**config.mk**
```make
export PLATFORM = sky130hd
export DESIGN_NAME = uart_tx_scheduler
export DESIGN_NICKNAME = d
export VERILOG_FILES = /design/src/rtl/uart_pkg.sv /design/src/rtl/uart_baud_tick.sv /design/src/rtl/uart_tx_scheduler.sv
export SDC_FILE = /design/constraint.sdc
export NUM_CORES = 1
export LEC_CHECK = 0
export BUFFER_PORTS_ARGS = -buffer_cell sky130_fd_sc_hd__buf_2
export CORE_ASPECT_RATIO = 0.8
export CORE_MARGIN = 5
export CORE_UTILIZATION = 32
export DETAILED_ROUTE_END_ITERATION = 10
export GPL_ROUTABILITY_DRIVEN = 0
export MAX_ROUTING_LAYER = met4
export PLACE_DENSITY = 0.55
export REMOVE_ABC_BUFFERS = 1
export SKIP_LAST_GASP = 1
export SLEW_MARGIN = 20
export SYNTH_ARGS = -nofsm -noshare
export SYNTH_HDL_FRONTEND = slang
export SYNTH_SLANG_ARGS = --single-unit
```
**constraint.sdc**
```tcl
create_clock -name clk_in -period 2.5 [get_ports clk_in]
set_clock_uncertainty 0.1 [all_clocks]
set_input_delay 0.5 -clock clk_in [delete_from_list [all_inputs] [get_ports clk_in]]
set_output_delay 0.5 -clock clk_in [all_outputs]
set_load 0.005 [all_outputs]
```
**src/rtl/uart_pkg.sv**
```systemverilog
// Shared state encoding and constants for the UART transmit scheduler.
// Baud increments assume a 24 MHz clock and a 17-bit phase accumulator.
package uart_pkg;

    typedef enum logic [1:0] {
        IDLE  = 2'd0,
        START = 2'd1,
        DATA  = 2'd2,
        STOP  = 2'd3
    } uart_state_e;

    localparam int DATA_BITS       = 8;
    localparam int BAUD_INC_460800 = 2520;
    localparam int BAUD_INC_115200 = 630;

endpackage

```
**src/rtl/uart_baud_tick.sv**
```systemverilog
// Phase-accumulator baud tick: one-cycle tick on accumulator carry-out, same cycle as the add.
// Latency: tick is combinational from the current accumulator; no backpressure.
module uart_baud_tick #(
    parameter int ACC_W = 17
) (
    input  logic             clk_i,
    input  logic             rst_i,
    input  logic             en_i,
    input  logic             clr_i,
    input  logic [ACC_W-1:0] inc_i,
    output logic             tick_o
);

    logic [ACC_W-1:0] acc_q;
    logic [ACC_W-1:0] acc_d;
    logic [ACC_W:0]   sum;

    // Carry of the widened sum marks each wrap, so fractional periods dither without drift.
    assign sum    = {1'b0, acc_q} + {1'b0, inc_i};
    assign tick_o = en_i & sum[ACC_W];

    always_comb begin
        acc_d = acc_q;
        if (clr_i) begin
            acc_d = '0;
        end else if (en_i) begin
            acc_d = sum[ACC_W-1:0];
        end
    end

    always_ff @(posedge clk_i) begin
        if (rst_i) begin
            acc_q <= '0;
        end else begin
            acc_q <= acc_d;
        end
    end

endmodule

```
**src/rtl/uart_tx_scheduler.sv**
```systemverilog
// Round-robin scheduler sharing one 8N1 UART TX line between N_REQ byte sources.
// Latency: start bit begins the cycle after accept; frame_done pulses the cycle after the last stop bit.
// Backpressure: req_ready offered only in IDLE with nonzero baud_inc; sources hold valid until accepted.
module uart_tx_scheduler
    import uart_pkg::*;
#(
    parameter int N_REQ     = 4,
    parameter int ACC_W     = 17,
    parameter int STOP_BITS = 1
) (
    input  logic                     clk_in,
    input  logic                     rst,
    input  logic [N_REQ-1:0]         req_valid,
    input  logic [8*N_REQ-1:0]       req_data,
    output logic [N_REQ-1:0]         req_ready,
    input  logic [ACC_W-1:0]         baud_inc,
    output logic                     tx,
    output logic                     busy,
    output logic [$clog2(N_REQ)-1:0] grant_id,
    output logic                     frame_done
);

    localparam int         ID_W      = $clog2(N_REQ);
    localparam logic [2:0] LAST_BIT  = 3'(DATA_BITS - 1);
    localparam logic       STOP_LAST = 1'(STOP_BITS - 1);

    uart_state_e      state_q,    state_d;
    logic [7:0]       shift_q,    shift_d;
    logic [2:0]       bit_cnt_q,  bit_cnt_d;
    logic             stop_cnt_q, stop_cnt_d;
    logic [ACC_W-1:0] inc_q,      inc_d;
    logic [ID_W-1:0]  grant_q,    grant_d;
    logic [ID_W-1:0]  ptr_q,      ptr_d;
    logic             done_q,     done_d;

    logic            arb_hit;
    logic [ID_W-1:0] arb_idx;
    logic [ID_W-1:0] cand;
    logic [7:0]      arb_byte;
    logic            accept;
    logic            tick;
    logic            tick_en;
    logic            tick_clr;

    // Search starts one past the last grant, so a continuously valid source waits its turn.
    always_comb begin
        arb_hit = 1'b0;
        arb_idx = '0;
        cand    = '0;
        for (int k = 1; k <= N_REQ; k++) begin
            cand = ID_W'((32'(ptr_q) + 32'(k)) % 32'(N_REQ));
            if (!arb_hit && req_valid[cand]) begin
                arb_hit = 1'b1;
                arb_idx = cand;
            end
        end
    end

    always_comb begin
        req_ready = '0;
        if (state_q == IDLE && !rst && baud_inc != '0 && arb_hit) begin
            req_ready[arb_idx] = 1'b1;
        end
    end

    assign accept   = |req_ready;
    assign arb_byte = req_data[{arb_idx, 3'b000} +: 8];
    assign tick_en  = (state_q != IDLE);

    uart_baud_tick #(
        .ACC_W (ACC_W)
    ) u_baud_tick (
        .clk_i  (clk_in),
        .rst_i  (rst),
        .en_i   (tick_en),
        .clr_i  (tick_clr),
        .inc_i  (inc_q),
        .tick_o (tick)
    );

    always_comb begin
        state_d    = state_q;
        shift_d    = shift_q;
        bit_cnt_d  = bit_cnt_q;
        stop_cnt_d = stop_cnt_q;
        inc_d      = inc_q;
        grant_d    = grant_q;
        ptr_d      = ptr_q;
        done_d     = 1'b0;
        tick_clr   = 1'b0;
        tx         = 1'b1;
        busy       = 1'b1;
        case (state_q)
            IDLE: begin
                busy = 1'b0;
                if (accept) begin
                    shift_d  = arb_byte;
                    inc_d    = baud_inc;
                    grant_d  = arb_idx;
                    ptr_d    = arb_idx;
                    tick_clr = 1'b1;
                    state_d  = START;
                end
            end
            START: begin
                tx = 1'b0;
                if (tick) begin
                    bit_cnt_d = '0;
                    state_d   = DATA;
                end
            end
            DATA: begin
                tx = shift_q[0];
                if (tick) begin
                    shift_d   = {1'b0, shift_q[7:1]};
                    bit_cnt_d = bit_cnt_q + 3'd1;
                    if (bit_cnt_q == LAST_BIT) begin
                        stop_cnt_d = 1'b0;
                        state_d    = STOP;
                    end
                end
            end
            STOP: begin
                if (tick) begin
                    if (stop_cnt_q == STOP_LAST) begin
                        done_d  = 1'b1;
                        state_d = IDLE;
                    end else begin
                        stop_cnt_d = stop_cnt_q + 1'b1;
                    end
                end
            end
            default: state_d = IDLE;
        endcase
    end

    always_ff @(posedge clk_in) begin
        if (rst) begin
            state_q    <= IDLE;
            shift_q    <= '0;
            bit_cnt_q  <= '0;
            stop_cnt_q <= 1'b0;
            inc_q      <= '0;
            grant_q    <= '0;
            ptr_q      <= ID_W'(N_REQ - 1);
            done_q     <= 1'b0;
        end else begin
            state_q    <= state_d;
            shift_q    <= shift_d;
            bit_cnt_q  <= bit_cnt_d;
            stop_cnt_q <= stop_cnt_d;
            inc_q      <= inc_d;
            grant_q    <= grant_d;
            ptr_q      <= ptr_d;
            done_q     <= done_d;
        end
    end

    assign grant_id   = grant_q;
    assign frame_done = done_q;

endmodule

```
* After elaboration in Yosys (flattened, before gate mapping)
Index checks and enable logic that the tools add are counted.
W data, S select, Z words.
** Word-level totals
- Input port bits :: 55
- Logic and storage cells :: 103
- Bits in registers :: 53
- Output and inout port bits :: 9
** Operators by class
- Shift-type cells :: 1
- Magnitude comparators :: 6
- Multiplexer cells :: 42
- Equal/unequal tests :: 10
- Reductions and logical operators :: 25
- $add $sub $neg :: 7
- Bitwise logic cells :: 3
** Operators with widths (count)
- $shiftx A32 B6 Y8 :: 1
- $mux W2 :: 10
- $add A17 B17 Y18 :: 1
- $mux W1 :: 17
- $reduce_bool A17 Y1 :: 1
- $mux W8 :: 2
- $pmux W8 S2 :: 1
- $lt A2 B3 Y1 const B :: 5
- $ne A2 B2 Y1 const B :: 6
- $bmux W1 S2 :: 4
- $pmux W2 S4 :: 1
- $reduce_bool A2 Y1 :: 4
- $logic_and A1 B1 Y1 :: 7
- $mux W3 :: 2
- $pmux W3 S2 :: 1
- $reduce_and A3 Y1 :: 2
- $reduce_and A6 Y1 :: 1
- $add A2 B1 Y2 const B :: 2
- $add A2 B2 Y2 const B :: 2
- $eq A2 B2 Y1 const B :: 2
- $logic_not A1 Y1 :: 4
- $mux W4 :: 1
- $pmux W1 S2 :: 2
- $reduce_and A4 Y1 :: 1
- other kinds (13) :: 14

* Depth between registers and ports, before layout
Gate-level depths: netlist of the first run.
- Word-level depth :: 22
- Gate-level depth with buffers :: 10

* By module
A second synthesis of the first run with hierarchy kept.
** Second synthesis, totals
- Cells, all modules :: 431
- Area, all modules :: 3457.1 um2
** Modules (own cells, without submodules)
- uart_tx_scheduler :: area each 1936.9 um2, cells each 238, instances 1
- uart_baud_tick :: area each 1520.2 um2, cells each 193, instances 1

* Least setup slack after synthesis of the first run
OpenSTA, ideal clock, no wires.
- Kind :: flip-flop to flip-flop
- From :: register inc_q[6]
- To :: register shift_q[7]
- Setup slack :: -0.055 ns
- Data required time :: 2.283 ns
- Arrival :: 2.338 ns
- Period minus slack after synthesis :: 2.555 ns
- Setup time :: 0.117 ns
- Cell stages (with the launch flop) :: 10
- Cell sequence :: dfxtp_1 > ha_1 > o211ai_1 > a211oi_2 > a21oi_1 > o211a_1 > a2111oi_4 > buf_6 > nor2_4 > a32o_2
** On the way
- Longest elaborated chain between the ends :: 4
** RTL lines
- from (decl) :: line uart_tx_scheduler.sv:31 : logic [ACC_W-1:0] inc_q, inc_d;
- from (signal assigned) :: line uart_tx_scheduler.sv:152 : inc_q <= inc_d;
- $add A17 B17 Y18 :: line uart_baud_tick.sv:19 : assign sum = {1'b0, acc_q} + {1'b0, inc_i};
- $and A1 B1 Y1 :: line uart_baud_tick.sv:20 : assign tick_o = en_i & sum[ACC_W];
- $ne A2 B2 Y1 (no source line)
- $reduce_and A3 Y1 (no source line)
- to (signal assigned) :: line uart_tx_scheduler.sv:149 : shift_q <= shift_d;
- to (decl) :: line uart_tx_scheduler.sv:28 : logic [7:0] shift_q, shift_d;
No other way between the ends.
A chain may end at the register's enable or synchronous reset.

* Final worst setup path of the first run
- From :: register u_baud_tick.acc_q[6]
- To :: register bit_cnt_q[0]
** On the way
- Longest elaborated chain between the ends :: 4
- Elaborated cells on any way between the ends :: 5
- Classes of those cells :: 1 x add/sub; 2 x eq/ne; 1 x bitwise; 1 x reduce/logical
** RTL lines
- from (decl) :: line uart_baud_tick.sv:14 : logic [ACC_W-1:0] acc_q;
- from (signal assigned) :: line uart_baud_tick.sv:33 : acc_q <= '0;
- from (signal assigned) :: line uart_baud_tick.sv:35 : acc_q <= acc_d;
- $add A17 B17 Y18 * :: line uart_baud_tick.sv:19
- $and A1 B1 Y1 * :: line uart_baud_tick.sv:20
- $ne A2 B2 Y1 (no source line)
- $reduce_and A3 Y1 (no source line) *
- to (signal assigned) :: line uart_tx_scheduler.sv:150 : bit_cnt_q <= bit_cnt_d;
- to (decl) :: line uart_tx_scheduler.sv:29 : logic [2:0] bit_cnt_q, bit_cnt_d;
Mark *: on every way between the ends. The rest lies on a longest branch, timed or not.

==> impl_metrics.yaml, run 1 <==
power:
  power.total_w: 0.00390
  irDropWorstVdd_v: 0.000455
  power_density_mw_per_mm2: 836
  p_leak_nw: 2.14
sta:
  fin_crit_sh_pct: 98.4
  slew_headroom_pct: 76.2
  fin_crit_ns: 2.46
  grt_setup_unrepaired: "true"
  maxSlewViolCount: 0
  tns_ns: 0
  worst_pin_slew_ns: 0.356
  max_freq_ghz: 0.407
  hold_violations: 0
  setup_viol: 0
detailed_routing:
  drtAntennaViolNets: 0
  drcViolationCount: 0
  drtIter0Drc: 100
  wire_per_inst_um: 14.1
  routed_wl_mm: 9.25
  via_per_inst: 4.91
  first_pass_iters: 4
  via_count: 3215
setup_path:
  worst-setup-path-type: "flip-flop to flip-flop"
  reg2reg_depth: 10
  cp_top_family: "compound AO/OA/AOI/OAI gates"
  r2r_slack_ns: 0.04
  critPathBufInv: 2
  arrival_ns: 2.57
  cp_slowest_cell: "a2111oi_4"
  worstReg2RegEnd: "bit_cnt_q[0]"
  cpPeakStageDelay_ns: 0.36
  crit_chain: "ha_4, o211ai_1, a211oi_2, a21oi_1, o211a_1, a2111oi_4, buf_6, buf_6, nor2_2, a311oi_2"
  worst_setup_path_end_kind: "flip-flop"
  critPathRequiredTime_ns: 2.61
  cp_max_fo: 7
  r2r_start: "u_baud_tick.acc_q[6]"
  path_common_cell: "buf_6"
  critPathLaunchType: "flip-flop"
cells_and_area:
  diodes: 0
  mostFrequentLayoutCells: "buf_2, buf_4, dfxtp_1"
  drive_above_1_share_pct: 38.8
  nets: 594
  n_fill_cell: 1047
  mostFrequentLayoutCell: "buf_2"
  area_growth_pct: 37.5
global_route:
  first_global_vias: 3325
  grt.overflow.total: 0
  grt_use_total_pct: 15.1
  grt_max_degree: 30
  antenna_found_initial: 0
  grt_pass1_wl_mm: 15.6
die:
  start_util_pct: 32.8
  rows: 33
  dieArea_mm2: 0.0128
  fp.dieW_um: 125
  core-area_mm2: 0.0103
  pin_count: 64
  die_y_um: 102
yosys:
  synth_area_mm2: 0.00339
  async_flop_share_pct: 0
  ys_types: 65
  ys_ff_latch: 52
  synth_edf_count: 0
  ys_seq_area_share_pct: 30.7
  ys.warnings.count: 0
  avgSynthCellArea_um2: 8.52
  dominantRegCellSynth: "dfxtp_1"
  netlist_instances: 398
cts:
  clk_latency_ns: 0.29
  cts_buffers: 5
  h-tree-depth: 2
  cts_hold_buf: 0
  tritoncts: "built"
  clk_pin_slew_ns: 0.07
  cts.sinks: 52
  root_buffer: "clkbuf_16"
  cts_buffer_depth: 2
hold_path:
  holdCritPathClass: "primary input to flip-flop"
  min_path_cells: 3
  hold_end: "inc_q[12]"
  min_from: "baud_inc[12]"
placed_design:
  io_buffers: 63
  dp_hpwl_mm: 6.83
job:
  max-cap-violations: 0
outcome:
  status: "finished, final reports clean"
==> cell type report <==
| cell class | instances | area, um2 | area share (%) |
|---|---|---|---|
| multi-input cells | 296 | 2330 | 49.9 |
| flip-flops and latches | 52 | 1050 | 22.5 |
| repair buffers | 128 | 847 | 18.2 |
| well taps | 140 | 175 | 3.76 |
| clock buffers | 6 | 129 | 2.76 |
| inverters | 31 | 119 | 2.55 |
| clock inverters | 2 | 16.3 | 0.349 |
==> how the worst max path moves through the flow <==
stage | from | to | slack (ns) | cells after the start
3_5_place_dp | baud_inc[16] | state_q[1] | -0.19 | 10
4_1_cts | state_q[0] | req_ready[2] | -0.04 | 8
6_report | u_baud_tick.acc_q[6] | bit_cnt_q[0] | 0.04 | 10
2_1_floorplan | state_q[0] | req_ready[1] | -0.86 | 7
3_3_place_gp | baud_inc[4] | state_q[1] | -0.18 | 10
5_1_grt | u_baud_tick.acc_q[6] | state_q[0] | -0.08 | 8
==> Yosys cell counts (2+ instances only) <==
master	number	area [um2]
a2111oi_0	2	17.5
a211o_1	2	17.5
a211oi_1	4	30.0
a211oi_2	3	37.5
a21bo_2	2	20.0
a21o_1	5	37.5
a21o_2	3	26.3
a21oi_1	22	110
a311oi_2	2	30.0
a31oi_1	3	18.8
and3_1	4	25.0
buf_2	2	10.0
clkbuf_1	13	48.8
clkbuf_8	2	27.5
dfxtp_1	52	1040
ha_1	24	300
inv_1	31	116
mux2_2	8	90.1
mux2i_1	20	200
nand2_1	35	131
nand3_1	21	105
nand4_1	4	25.0
nor2_1	26	97.6
nor2b_1	2	12.5
nor3_1	17	85.1
nor4_1	3	18.8
o211ai_1	4	30.0
o21a_1	3	22.5
o21ai_0	22	110
o21bai_1	6	45.0
o221a_2	7	78.8
o221ai_1	2	17.5
o22ai_1	3	18.8
xnor2_1	4	35.0
xor2_1	5	43.8
==> report_power, final <==
| group | internal, W | switching [W] |
|---|---|---|
| logic | 0.000990 | 0.00105 |
| clock network | 0.000374 | 0.000317 |
| registers | 0.00103 | 0.000134 |
==> state kept, by name, indices dropped and copies added, names as in the netlist <==
register	cells
frame_done	1
ptr_q	2
shift_q	8
inc_q	17
grant_id	2
state_q	2
bit_cnt_q	3
u_baud_tick.acc_q	17
==> cells by family (layout without fill, tap and decap cells) <==
group                    count (synthesis)  after routing  synth area share (%)
adder cells (fa/ha/maj)                 25             25                  9.45
AND/OR/NAND/NOR                        126            126                  18.4
buffers and inverters                   50            167                  6.42
flip-flops                              52             52                  30.7
AO/OA/AOI/OAI                          108            108                  24.1
multiplexers                            28             28                  8.56
XOR/XNOR                                 9              9                  2.33
==> metrics by stage <==
| stage | worst slack (ns) | area [um2] | hold slack (ns) | cells | util [%] |
|---|---|---|---|---|---|
| after floorplan | -0.865 | 3290 | 0.338 | 379 | - |
| after global placement | -0.182 | 4210 | 0.352 | 638 | 40.8 |
| after detailed placement | -0.186 | 4210 | 0.360 | 638 | 40.8 |
| after CTS | -0.0353 | 4470 | 0.353 | 651 | 43.3 |
| after global routing | -0.0820 | 4660 | 0.347 | 655 | 45.2 |
| final | 0.0402 | 4660 | 0.356 | 655 | 45.2 |
==> what timing repair did <==
item,4_1_cts,5_1_grt
pin swaps,7,11
setup endpoints to repair,16,19
gates cloned,1,0
gates resized for setup,16,33
setup buffers,4,4
==> worst reg2reg max path, cell delays in order (launching register included) <==
cell and delay, ns:
dfxtp_2 0.34, ha_4 0.30, o211ai_1 0.13, a211oi_2 0.22, a21oi_1 0.09, o211a_1 0.27, a2111oi_4 0.36, buf_6 0.20
buf_6 0.11, nor2_2 0.03, a311oi_2 0.22
==> layer usage <==
layer  track usage [%]  vias up  part of all wire [%]
li1                  -     1680                     -
met1              20.0     1480                    52
met2              24.1       47                    44
met3              2.87        8                   2.9
met4              3.83        0                   1.1
met5                 -        -                     0
Power figures use the tool's default switching activity.
==> run 2, diff against run 1 <==
--- a/config.mk
+++ b/config.mk
@@ -5,14 +5,15 @@
 export SDC_FILE = /design/constraint.sdc
 export NUM_CORES = 1
 export LEC_CHECK = 0
-export BUFFER_PORTS_ARGS = -buffer_cell sky130_fd_sc_hd__buf_2
+export ABC_AREA = 1
 export CORE_ASPECT_RATIO = 0.8
 export CORE_MARGIN = 5
 export CORE_UTILIZATION = 32
 export DETAILED_ROUTE_END_ITERATION = 10
+export DONT_BUFFER_PORTS = 1
 export GPL_ROUTABILITY_DRIVEN = 0
 export MAX_ROUTING_LAYER = met4
-export PLACE_DENSITY = 0.55
+export PLACE_DENSITY = 0.49
 export REMOVE_ABC_BUFFERS = 1
 export SKIP_LAST_GASP = 1
 export SLEW_MARGIN = 20
==> impl_metrics.yaml, run 2 <==
detailed_routing:
  via_per_inst: 4.73
  wire_per_inst_um: 12.9
  drcViolationCount: 0
  routed_wl_mm: 8.43
  drtIter0Drc: 110
  first_pass_iters: 4
  via_count: 3100
  drtAntennaViolNets: 0
yosys:
  synth.area.top_cells: "dfxtp_1, nand2_1, ha_1"
  netlist.area_leader.share_pct: 30.0
  ys_types: 41
  dominantRegCellSynth: "dfxtp_1"
  synth_area_mm2: 0.00347
  avgSynthCellArea_um2: 6.96
  ys.warnings.count: 0
  synth_top_area_cell: "dfxtp_1"
  netlist_instances: 498
  ys_seq_area_share_pct: 30.0
  synth_edf_count: 0
  synth.most_common_cell: "nand2_1"
  synthTopCellsByCount: "nand2_1, dfxtp_1, inv_1"
  async_flop_share_pct: 0
  ys_ff_latch: 52
global_route:
  antenna_found_initial: 0
  first_global_vias: 3021
  grt_max_degree: 32
  grt.overflow.total: 0
  grt_use_total_pct: 13.9
  grt_pass1_wl_mm: 14.4
sta:
  grt_setup_unrepaired: "true"
  max_freq_ghz: 0.422
  slew_headroom_pct: 75.7
  hold_violations: 0
  maxSlewViolCount: 0
  whs_ns: 0.156
  setup_viol: 0
  fin_crit_sh_pct: 94.9
  fin_crit_ns: 2.37
  tns_ns: 0
  worst_pin_slew_ns: 0.360
setup_path:
  r2r_slack_ns: 0.20
  cp_max_fo: 9
  worst-setup-path-type: "flip-flop to primary output"
  arrival_ns: 1.77
  worst_setup_path_end_kind: "primary output"
  worstReg2RegEnd: "shift_q[1]"
  critPathRequiredTime_ns: 1.90
  reg2reg_depth: 13
  r2r_start: "inc_q[2]"
  critPathLaunchType: "flip-flop"
  crit_start: "ptr_q[0]"
  crit_end: "req_ready[1]"
die:
  start_util_pct: 32.4
  die_y_um: 103
  fp.dieW_um: 126
  dieArea_mm2: 0.0130
  core-area_mm2: 0.0107
  rows: 34
  pin_count: 64
cells_and_area:
  drive_above_1_share_pct: 17.8
  n_fill_cell: 1163
  final-seq-area_mm2: 0.00104
  diodes: 0
  multi_input_area_mm2: 0.00221
  mostFrequentLayoutCell: "nand2_1"
  fin_util_pct: 37.0
  largestRegisters: "inc_q (17), u_baud_tick.acc_q (17), shift_q (8)"
  area_growth_pct: 14.3
  mostFrequentLayoutCells: "nand2_1, dfxtp_1, inv_1"
  nets: 591
placed_design:
  io_buffers: 0
  dp_hpwl_mm: 6.51
cts:
  h-tree-depth: 2
  cts_buffers: 5
  cts.sinks: 52
  cts_buffer_depth: 2
  cts_hold_buf: 0
  clk_latency_ns: 0.30
  root_buffer: "clkbuf_16"
  tritoncts: "built"
  clk_pin_slew_ns: 0.07
power:
  p_leak_nw: 1.85
  irDropWorstVdd_v: 0.000462
  power_density_mw_per_mm2: 1410
job:
  max-cap-violations: 0
outcome:
  status: "finished, final reports clean"
hold_path:
  holdCritPathClass: "primary input to flip-flop"
[run 2: changes by cell type after synthesis, moves of 10 or more]
cell     change
a21oi_1     +14
mux2i_1     -20
nand2_1    +100
nand2_2     +18
nand3_1     +10
nor3_1      -14
o21ai_1     +12
[run 2: cell type report]
type / instances / share of cell area, %
clock inverters: 2 / 0.979
flip-flops and latches: 52 / 26.3
inverters: 45 / 4.51
multi-input cells: 385 / 55.8
clock buffers: 6 / 3.25
repair buffers: 22 / 4.58
well taps: 144 / 4.55
[run 2: worst min-delay path by stage]
stage	start	endpoint	slack (ns)	cells after the start
2_1_floorplan	inc_q[10]	inc_q[10]	0.33	2
4_1_cts	rst	shift_q[3]	0.14	1
5_1_grt	rst	shift_q[3]	0.14	1
6_report	rst	shift_q[5]	0.16	1
3_5_place_dp	u_baud_tick.acc_q[0]	u_baud_tick.acc_q[0]	0.35	2
3_3_place_gp	bit_cnt_q[1]	bit_cnt_q[1]	0.35	2
[run 2: power by group]
group          internal, W  switching (W)  total [W]
clock             0.000477       0.000313   0.000790
sequential         0.00114       0.000201    0.00134
combinational      0.00133        0.00211    0.00344
[run 2: kinds of logic after synthesis]
| group | synth area share, % |
|---|---|
| simple gates | 33.2 |
| compound gates | 16.2 |
| buf+inv | 8.30 |
| flops | 30.0 |
| fa+ha+maj | 9.24 |
| xor+xnor | 3.03 |
[run 2: timing repair]
item                       4_1_cts  5_1_grt
pin swaps                        0        4
cloned                           0        0
buffers inserted                 3        0
resized for setup                3       20
setup endpoints to repair        4       15
[run 2: worst max-delay path: stages, from the launching register on]
cell and delay [ns]:
dfxtp_2 0.35, buf_6 0.14, inv_6 0.09, nand2_2 0.05, nand2_2 0.10, nand2_1 0.07, nand2_2 0.09, nand2_2 0.07
nand3_2 0.13, nand3_4 0.10, inv_4 0.08, nand2_2 0.07, nor2_1 0.13
[run 2: per-stage QoR]
stage	worst slack, ns	instances	total power, W	instance area [um2]
2_1_floorplan	0.00370	482	0.00377	3360
3_3_place_gp	0.164	645	0.00464	3690
3_5_place_dp	0.163	645	0.00466	3690
4_1_cts	0.00804	656	0.00558	3900
5_1_grt	-0.0158	656	0.00619	3960
6_report	0.128	656	0.00557	3960
[run 2: routing by layer]
metal	GRT usage, %	wire, um	up-vias
met5	-	0	-
met4	3.22	84	0
met3	3.99	496	7
met2	21.7	3620	53
met1	18.0	4230	1378
li1	-	-	1662
